$ cat src/rtl/pipe_reg_if.sv
// -----------------------------------------------------------------------------
// pipe_reg_if -- handshake bundle for the pipe_reg valid/ready pipeline.
//
// Signals
//   flush      : synchronous invalidate of every stage
//   in_valid   : upstream item present
//   in_ready   : stage 0 can accept this cycle
//   in         : upstream data (BITS)
//   out_valid  : last stage holds a valid item
//   out_ready  : downstream accepts this cycle
//   out        : data of the last stage (BITS)
//   occupancy  : number of valid stages ($clog2(DEPTH+1) bits)
//
// Handshake rule: a transfer happens on a posedge where valid and ready are
// both high. A producer holds its data stable while valid=1 and ready=0.
// in_ready may depend combinationally on out_ready (ready pass-through).
//
// Modports
//   master : the side that drives items in and takes items out
//   slave  : the pipeline itself
// -----------------------------------------------------------------------------
interface pipe_reg_if #(
  parameter int BITS  = 1,
  parameter int DEPTH = 2
);
  localparam int OW = $clog2(DEPTH + 1);

  logic            flush;
  logic            in_valid;
  logic            in_ready;
  logic [BITS-1:0] in;
  logic            out_valid;
  logic            out_ready;
  logic [BITS-1:0] out;
  logic [OW-1:0]   occupancy;

  modport master (
    output flush, in_valid, in, out_ready,
    input  in_ready, out_valid, out, occupancy
  );

  modport slave (
    input  flush, in_valid, in, out_ready,
    output in_ready, out_valid, out, occupancy
  );
endinterface

$ cat src/rtl/pipe_reg.sv
// -----------------------------------------------------------------------------
// pipe_reg -- DEPTH-stage valid/ready register pipeline with bubble collapse.
//
// Each stage i holds a valid bit v_q[i] and data d_q[i]. A stage loads from
// its upstream neighbour (stage 0 loads from the input) whenever it is ready,
// where ready means "empty, or everything ahead of it will move this cycle".
// This lets a stalled item slide into any empty slot ahead and lets in_ready
// pass straight through from out_ready when the pipe is full.
//
// Ports
//   clk : clock, all state updates on posedge
//   rst : synchronous active-high reset; clears valids, data <= RESET_VALUE
//   bus : pipe_reg_if.slave (flush, in/out handshakes, occupancy)
//
// Priority: rst > flush > transfers. A flush clears every valid bit but keeps
// data untouched; an input offered in the flush cycle is dropped, while an
// output taken in that cycle is still consumed exactly once.
// -----------------------------------------------------------------------------
module pipe_reg #(
  parameter int              BITS        = 1,
  parameter int              DEPTH       = 2,
  parameter logic [BITS-1:0] RESET_VALUE = '0
) (
  input  logic      clk,
  input  logic      rst,
  pipe_reg_if.slave bus
);
  localparam int OW = $clog2(DEPTH + 1);

  logic [DEPTH-1:0] v_q, v_d;
  logic [BITS-1:0]  d_q [DEPTH];
  logic [BITS-1:0]  d_d [DEPTH];

  // rdy[i]: stage i may load this cycle. The ready of the stage past the end
  // is out_ready itself.
  logic [DEPTH-1:0] rdy;

  // Source of each stage: the input for stage 0, the previous stage otherwise.
  logic [DEPTH-1:0] src_v;
  logic [BITS-1:0]  src_d [DEPTH];

  logic [OW-1:0]    occ;

  assign src_v[0] = bus.in_valid;
  assign src_d[0] = bus.in;

  for (genvar g = 1; g < DEPTH; g++) begin : g_src
    assign src_v[g] = v_q[g-1];
    assign src_d[g] = d_q[g-1];
  end

  // Ready chain written as a running OR from the output end so each rdy bit
  // is a pure function of state and out_ready (no self-referencing vector).
  always_comb begin
    logic acc;
    acc = bus.out_ready;
    rdy = '0;
    for (int i = DEPTH - 1; i >= 0; i--) begin
      acc    = acc | ~v_q[i];
      rdy[i] = acc;
    end
  end

  // Next state. Bubbles loaded into a stage leave its data untouched.
  always_comb begin
    v_d = v_q;
    for (int i = 0; i < DEPTH; i++) begin
      d_d[i] = d_q[i];
      if (bus.flush) begin
        v_d[i] = 1'b0;
      end else if (rdy[i]) begin
        v_d[i] = src_v[i];
        if (src_v[i]) d_d[i] = src_d[i];
      end
    end
  end

  always_ff @(posedge clk) begin
    if (rst) begin
      v_q <= '0;
      for (int i = 0; i < DEPTH; i++) d_q[i] <= RESET_VALUE;
    end else begin
      v_q <= v_d;
      for (int i = 0; i < DEPTH; i++) d_q[i] <= d_d[i];
    end
  end

  // Population count of the registered valid bits.
  always_comb begin
    occ = '0;
    for (int i = 0; i < DEPTH; i++) occ = occ + OW'(v_q[i]);
  end

  assign bus.in_ready  = rdy[0];
  assign bus.out_valid = v_q[DEPTH-1];
  assign bus.out       = d_q[DEPTH-1];
  assign bus.occupancy = occ;
endmodule

$ cat src/flat_wrapper.sv
// flat-port wrapper written by rule: the top's interface ports become plain ports
module pipe_reg_flat 
#(
  parameter int              BITS        = 1,
  parameter int              DEPTH       = 2,
  parameter logic [BITS-1:0] RESET_VALUE = '0
)
  (clk, rst, bus_flush, bus_in_valid, bus_in, bus_out_ready, bus_in_ready, bus_out_valid, bus_out, bus_occupancy);
  pipe_reg_if #(.BITS(BITS), .DEPTH(DEPTH)) bus_i ();
  input  logic clk;
  input  logic rst;
  input wire logic [$bits(bus_i.flush)-1:0] bus_flush;
  input wire logic [$bits(bus_i.in_valid)-1:0] bus_in_valid;
  input wire logic [$bits(bus_i.in)-1:0] bus_in;
  input wire logic [$bits(bus_i.out_ready)-1:0] bus_out_ready;
  output wire logic [$bits(bus_i.in_ready)-1:0] bus_in_ready;
  output wire logic [$bits(bus_i.out_valid)-1:0] bus_out_valid;
  output wire logic [$bits(bus_i.out)-1:0] bus_out;
  output wire logic [$bits(bus_i.occupancy)-1:0] bus_occupancy;
  assign bus_i.flush = bus_flush;
  assign bus_i.in_valid = bus_in_valid;
  assign bus_i.in = bus_in;
  assign bus_i.out_ready = bus_out_ready;
  assign bus_in_ready = bus_i.in_ready;
  assign bus_out_valid = bus_i.out_valid;
  assign bus_out = bus_i.out;
  assign bus_occupancy = bus_i.occupancy;
  pipe_reg #(.BITS(BITS), .DEPTH(DEPTH), .RESET_VALUE(RESET_VALUE)) u_core (.clk(clk), .rst(rst), .bus(bus_i));
endmodule
$ cat config.mk
export PLATFORM = sky130hd
export DESIGN_NAME = pipe_reg_flat
export DESIGN_NICKNAME = d
export VERILOG_FILES = /design/src/rtl/pipe_reg_if.sv /design/src/rtl/pipe_reg.sv /design/src/flat_wrapper.sv
export SDC_FILE = /design/constraint.sdc
export NUM_CORES = 1
export LEC_CHECK = 0
export ABC_AREA = 1
export CAP_MARGIN = 20
export CELL_PAD_IN_SITES_DETAIL_PLACEMENT = 0
export CELL_PAD_IN_SITES_GLOBAL_PLACEMENT = 1
export CORE_AREA = 2 2 39 41
export CTS_CLUSTER_SIZE = 12
export DETAILED_ROUTE_END_ITERATION = 12
export DIE_AREA = 0 0 41 43
export GPL_TIMING_DRIVEN = 1
export PLACE_DENSITY = 0.53
export SLEW_MARGIN = 20
export SYNTH_ARGS = -nofsm -noshare
export SYNTH_HDL_FRONTEND = slang
export SYNTH_SLANG_ARGS = --single-unit
$ cat constraint.sdc
create_clock -name clk -period 2.1 [get_ports clk]
set_input_delay 0.42 -clock clk [delete_from_list [all_inputs] [get_ports clk]]
set_output_delay 0.42 -clock clk [all_outputs]
set_load 0.01 [all_outputs]
### After elaboration in Yosys (flattened, before gate mapping)

Memories as Yosys holds them, arrays and structs flattened.
Cells that the tools add are included.

| operators by class | value |
|---|---|
| add/subtract/negate cells | 1 |
| mux-type cells | 11 |
| bitwise gates (word level) | 6 |
| reduce and logical (&&, ||, !) cells | 1 |

Operator list:

| operator | count |
|---|---|
| $mux W1 | 11 |
| $or A1 B1 Y1 | 4 |
| $add A1 B1 Y2 | 1 |
| $not A1 Y1 | 2 |
| $reduce_or A2 Y1 | 1 |

| word-level totals | value |
|---|---|
| register bits | 2 |
| memory bits (writable) | 2 |
| bits of input ports | 6 |
| word-level logic and storage cells | 22 |
| memories | 1 |

Memory list:

| name | words | bits a word | read ports | clocked after memory_dff | write ports | line | RTL |
|---|---|---|---|---|---|---|---|
| u_core.d_q | 2 | 1 | 2 | 0 | 2 | pipe_reg.sv:31 | `logic [BITS-1:0] d_q [DEPTH];` |

### Logic depth before layout (Yosys ltp)

Gate-level depths: netlist (run 1).

| logic depth | value |
|---|---|
| depth after elaboration | 6 |
| depth in mapped cells | 5 |

### Worst setup path after synthesis (run 1)

OpenSTA, ideal clock, no wires.

| path | value |
|---|---|
| path type | register to output |
| from | register u_core.v_q[1] |
| to | output port bus_occupancy[0] |
| arrival time | 691 ps |
| data required time | 1680 ps |
| slack | 989 ps |
| cell stages (with the launch flop) | 2 |
| buffers on the path | 0 |
| cell sequence | dfxtp_1 > ha_1 |

| between the ends | value |
|---|---|
| longest elaborated chain between the ends | 1 |

RTL lines:

| what | line | RTL |
|---|---|---|
| start: declaration | pipe_reg.sv:30 | `logic [DEPTH-1:0] v_q, v_d;` |
| start signal: assignment | pipe_reg.sv:83 | `v_q <= v_d;` |
| $add A1 B1 Y2 | pipe_reg.sv:91 | `for (int i = 0; i < DEPTH; i++) occ = occ + OW'(v_q[i]);` |
| end: declaration | flat_wrapper.sv:19 | `output wire logic [$bits(bus_i.occupancy)-1:0] bus_occupancy;` |

No other way between the ends.

### Final worst setup path (run 1)

| path | value |
|---|---|
| from | input port bus_out_ready |
| to | output port bus_in_ready |

| between the ends | value |
|---|---|
| longest elaborated chain between the ends | 2 |

RTL lines:

| what | line | RTL |
|---|---|---|
| start: declaration | flat_wrapper.sv:15 | `input wire logic [$bits(bus_i.out_ready)-1:0] bus_out_ready;` |
| $or A1 B1 Y1 (2 in a row) | pipe_reg.sv:59 | `acc = acc \| ~v_q[i];` |
| end: declaration | flat_wrapper.sv:16 | `output wire logic [$bits(bus_i.in_ready)-1:0] bus_in_ready;` |

No other way between the ends.

==> results_dict.tcl, run 1 <==
set metrics [dict create \
    status "completed" \
    wl_um 395 \
    synth_nets 32 \
    yosys-top-cells-count "5 x inv_1, 4 x a21oi_1, 4 x dfxtp_1" \
    grt_use_total_pct 6.31 \
    synth_top_cell_by_area "dfxtp_1" \
    path_class "primary input to output pin" \
    io_pins 11 \
    drt_iter0_markers 1 \
    powerDensity_nw_per_um2 610 \
    overflow 0 \
    crit_arrival_ns 1.55 \
    drive_above_1_share_pct 13.2 \
    tightestPinTransition_ns 0.139 \
    yosysUniqueCellTypes 11 \
    vias 198 \
    async_reset_ff_share_pct 0 \
    viasPerCell 3.67 \
    h-tree-depth 1 \
    crit_path_frequent_cell "clkdlybuf4s50_1" \
    rows 14 \
    crit_cells 4 \
    synth_top_area_share_pct 42.4 \
    fin_crit_ns 1.97 \
    max-cap-violations 0 \
    cp_top_family "buffers and inverters" \
    grt_max_degree 5 \
    syn_inst 25 \
    clkSinkCount 4 \
    syn_to_final_growth_pct 75.5 \
    core-area_um2 1380 \
    fin_crit_sh_pct 93.8 \
    ant_nets 0 \
    finClkSkew_ns 0.00239 \
    ctsRootBufferMaster "clkbuf_4" \
    slew_violations 0 \
    synth.cell_area_um2 189 \
    worstSetupEndpointType "output pin" \
    stdcell_area_um2 332 \
    synth.most_common_cell "inv_1" \
    slowest_stage "clkdlybuf4s50_1" \
    path_clk_slew_ns 0.03 \
    r2r_cells 5 \
    antenna_found_initial 0 \
    cts_buffer_depth 2 \
    numCtsBuffers 3 \
    avgSynthCellArea_um2 7.56 \
    synth-main-ff-cell "dfxtp_1" \
    cp_slowest_stage_delay_ns 0.54 \
    die_y_um 43 \
    p_leak_nw 0.142 \
    dp_hpwl_um 332 \
    grt_pass1_wl_um 641 \
    diodes 0 \
    hold_viol 0 \
    drtPass1Iterations 4 \
    slew_headroom_pct 90.7 \
    whs_path_depth 2 \
    max-vdd-ir-drop_uv 162 \
    cts-hold-fix-buffers 0 \
    synth_warnings 0 \
    postCtsSetupBuffers 0 \
    tritoncts "done" \
    numPortBuffers 10 \
    crit_required_ns 1.68 \
    post_drt_wl_per_cell_um 7.31 \
    clock.fmax_ghz 0.508 \
    startpoint_type "primary input" \
    cts.repair.resized 0 \
    nNetsFinal 47 \
    gp_congestion 0.632 \
    crit_buf_inv 3 \
    grt_setup_unrepaired "false" \
    grt_pass1_vias 181 \
    crit_fanout 4 \
    clock_latency_ns 0.23 \
    start_util_pct 13.7 \
    synth-edff-count 0 \
    worstPathCellList "clkdlybuf4s50_1 > inv_1 > nand3_2 > clkdlybuf4s50_1" \
    tns_ns 0 \
    fp.dieArea_um2 1760 \
    die_w_um 41 \
    placed_cell_area_um2 309 \
    min_path_type "flip-flop to flip-flop" \
    setup_viol 0 \
    ys_top_cells_by_area "dfxtp_1 42%, a21oi_1 11%, inv_1 9.9%, ha_1 6.6%, nand2_1 6.0%" \
    yosysSeqAreaShare_pct 42.4 \
    drc 0 \
    synth_seq_cells 4 \
]
## kinds of logic after synthesis
| family | synth area share (%) |
|---|---|
| buffers and inverters | 9.93 |
| adder cells (fa/ha/maj) | 6.62 |
| AND/OR/NAND/NOR | 30.5 |
| AO/OA/AOI/OAI | 10.6 |
| flip-flops | 42.4 |
## layout by cell type (no fill, tap or decap), types with 3 or more instances in the layout
cell / instances
a21oi_1: 4
clkbuf_4: 3
clkdlybuf4s50_1: 10
dfxtp_1: 4
inv_1: 5
nand2_1: 3
nor2_1: 3
## registers in the layout, summed over array words and instances, names as in the netlist
name and flops:
u_core.d_q 2, u_core.v_q 2
## area by class of cell
type	count	area, µm²
fillers	155	1050
repair buffers	10	100
multi-input cells	16	90.1
flip-flops and latches	4	80.1
clock buffers	3	22.5
well taps	16	20.0
inverters	5	18.8
## metrics by stage
stage	hold slack (ns)	setup WS [ns]	utilization, %	cells	total power [mW]
floorplan	0.443	0.989	-	25	0.0938
global placement	0.463	0.126	22.3	51	0.109
detailed placement	0.468	0.128	22.3	51	0.109
CTS	0.478	0.118	24.0	54	0.206
global route	0.501	0.0836	24.0	54	0.216
finish	0.472	0.130	24.0	54	0.202
## worst paths after layout
path | from | end | slack [ns]
min reg2reg | u_core.d_q[0][1] | u_core.d_q[0][1] | 0.47
max | bus_out_ready | bus_in_ready | 0.13
max reg2reg | u_core.v_q[0] | u_core.d_q[0][1] | 1.28
min | u_core.d_q[0][1] | u_core.d_q[0][1] | 0.47
## worst register-to-register path: cells and delay by family (launching register included)
kind | cells | cell delay, ns
simple gates | 4 | 0.27
flops | 1 | 0.36
buf+inv | 1 | 0.08
## where the power goes
part           total (mW)  internal, mW  switching (mW)
logic              0.0262        0.0165         0.00970
clock network      0.0945        0.0639          0.0306
registers          0.0816        0.0796         0.00197
## routing by layer
| layer | wire (µm) | vias up | track usage (%) |
|---|---|---|---|
| met5 | 0 | - | 0 |
| met4 | 16 | 0 | 12.0 |
| met3 | 50 | 2 | 2.62 |
| met2 | 162 | 11 | 6.25 |
| met1 | 164 | 80 | 6.39 |
| li1 | - | 105 | - |
No activity file was read; power rests on OpenSTA's default activity.
==> run 2: changes to the inputs <==
CELL_PAD_IN_SITES_DETAIL_PLACEMENT = default   (was 0)
CELL_PAD_IN_SITES_GLOBAL_PLACEMENT = default   (was 1)
PLACE_DENSITY = 0.4   (was 0.53)
SKIP_LAST_GASP = 1   (was default)
==> results_dict.tcl, run 2 (synthesis gave the netlist of run 1 again) <==
set metrics [dict create \
    core-area_um2 1380 \
    path_clk_slew_ns 0.04 \
    ctsRootBufferMaster "clkbuf_4" \
    die_w_um 41 \
    viasPerCell 3.52 \
    drtPass1Iterations 2 \
    max-vdd-ir-drop_uv 113 \
    grt_max_degree 5 \
    drc 0 \
    rows 14 \
    antenna_found_initial 0 \
    total_power_mw 0.203 \
    min_path_type "flip-flop to flip-flop" \
    powerDensity_nw_per_um2 613 \
    reg_top3 "u_core.d_q (2), u_core.v_q (2)" \
    final_cell_mix "10 x clkdlybuf4s50_1, 5 x inv_1, 4 x a21oi_1, 4 x dfxtp_1" \
    post_drt_wl_per_cell_um 7.56 \
    io_pins 11 \
    hold_ws_ns 0.479 \
    slew_headroom_pct 89.0 \
    cts-hold-fix-buffers 0 \
    gp_congestion 0.669 \
    crit_required_ns 1.68 \
    tritoncts "done" \
    clkSinkCount 4 \
    clock.fmax_ghz 0.507 \
    tightestPinTransition_ns 0.165 \
    worstSetupEndpointType "output pin" \
    grt_pass1_vias 189 \
    clock_latency_ns 0.23 \
    fin_crit_ns 1.97 \
    syn_to_final_growth_pct 75.5 \
    ant_nets 0 \
    cts.repair.resized 0 \
    cts_buffer_depth 2 \
    grt_use_total_pct 6.91 \
    cp_top_family "buffers and inverters" \
    crit_buf_inv 3 \
    fp.dieArea_um2 1760 \
    crit_path_frequent_cell "clkdlybuf4s50_1" \
    start_util_pct 13.7 \
    slowest_stage "clkdlybuf4s50_1" \
    die_y_um 43 \
    diodes 0 \
    drt_iter0_markers 1 \
    crit_fanout 4 \
    numPortBuffers 10 \
    nNetsFinal 47 \
    overflow 0 \
    fin_util_pct 24.0 \
    finClkSkew_ns 0.000223 \
    grt_setup_unrepaired "false" \
    postCtsSetupBuffers 0 \
    grt_pass1_wl_um 724 \
    h-tree-depth 1 \
    tns_ns 0 \
    slew_violations 0 \
    path_class "primary input to output pin" \
    hold_viol 0 \
    max-cap-violations 0 \
    drive_above_1_share_pct 13.2 \
    fin_crit_sh_pct 93.9 \
    p_leak_nw 0.142 \
    wl_um 408 \
    vias 190 \
    cp_slowest_stage_delay_ns 0.54 \
    setup_viol 0 \
    numCtsBuffers 3 \
    worstPathCellList "clkdlybuf4s50_1 > inv_1 > nand3_2 > clkdlybuf4s50_1" \
    status "completed" \
    crit_arrival_ns 1.55 \
    startpoint_type "primary input" \
    final_common_cell "clkdlybuf4s50_1" \
]
-- run 2: worst min-delay path, stage by stage (launching register included) --
cell and delay [ns]:
dfxtp_1 0.32, a21oi_1 0.04, nor2_1 0.08
-- run 2: metal layers --
metal  part of all wire, %  up-vias  GRT usage, %
li1                      -      105             -
met1                    46       73          8.95
met2                    43       10          6.25
met3                   8.8        2          1.57
met4                   1.7        0          12.0
met5                     0        -             0
-- run 2: power breakdown --
| part | internal, mW | leakage (nW) | switching (mW) |
|---|---|---|---|
| clock | 0.0639 | 0.0138 | 0.0312 |
| sequential | 0.0796 | 0.0327 | 0.00214 |
| combinational | 0.0165 | 0.0954 | 0.00979 |
-- run 2: final timing paths --
kind / start / endpoint / slack (ns) / cells after the start
worst max-delay path: bus_out_ready / bus_in_ready / 0.13 / 4
worst min-delay path: u_core.d_q[0][1] / u_core.d_q[0][1] / 0.48 / 2
worst max register to register: u_core.v_q[1] / u_core.d_q[0][0] / 1.27 / 3
worst min register to register: u_core.d_q[0][1] / u_core.d_q[0][1] / 0.48 / 2
-- run 2: area by class of cell --
| cell class | instances | area (µm²) |
|---|---|---|
| Inverter | 5 | 18.8 |
| Multi-Input combinational cell | 16 | 90.1 |
| Fill cell | 155 | 1050 |
| Timing Repair Buffer | 10 | 100 |
| Tap cell | 16 | 20.0 |
| Clock buffer | 3 | 22.5 |
| Sequential cell | 4 | 80.1 |
-- run 2: metrics by stage --
step | std cells | cell area (µm²) | setup slack [ns]
CTS | 54 | 332 | 0.116
finish | 54 | 332 | 0.127
floorplan | 25 | 189 | 0.989
detailed placement | 51 | 309 | 0.123
global placement | 51 | 309 | 0.122
global route | 54 | 332 | 0.0872
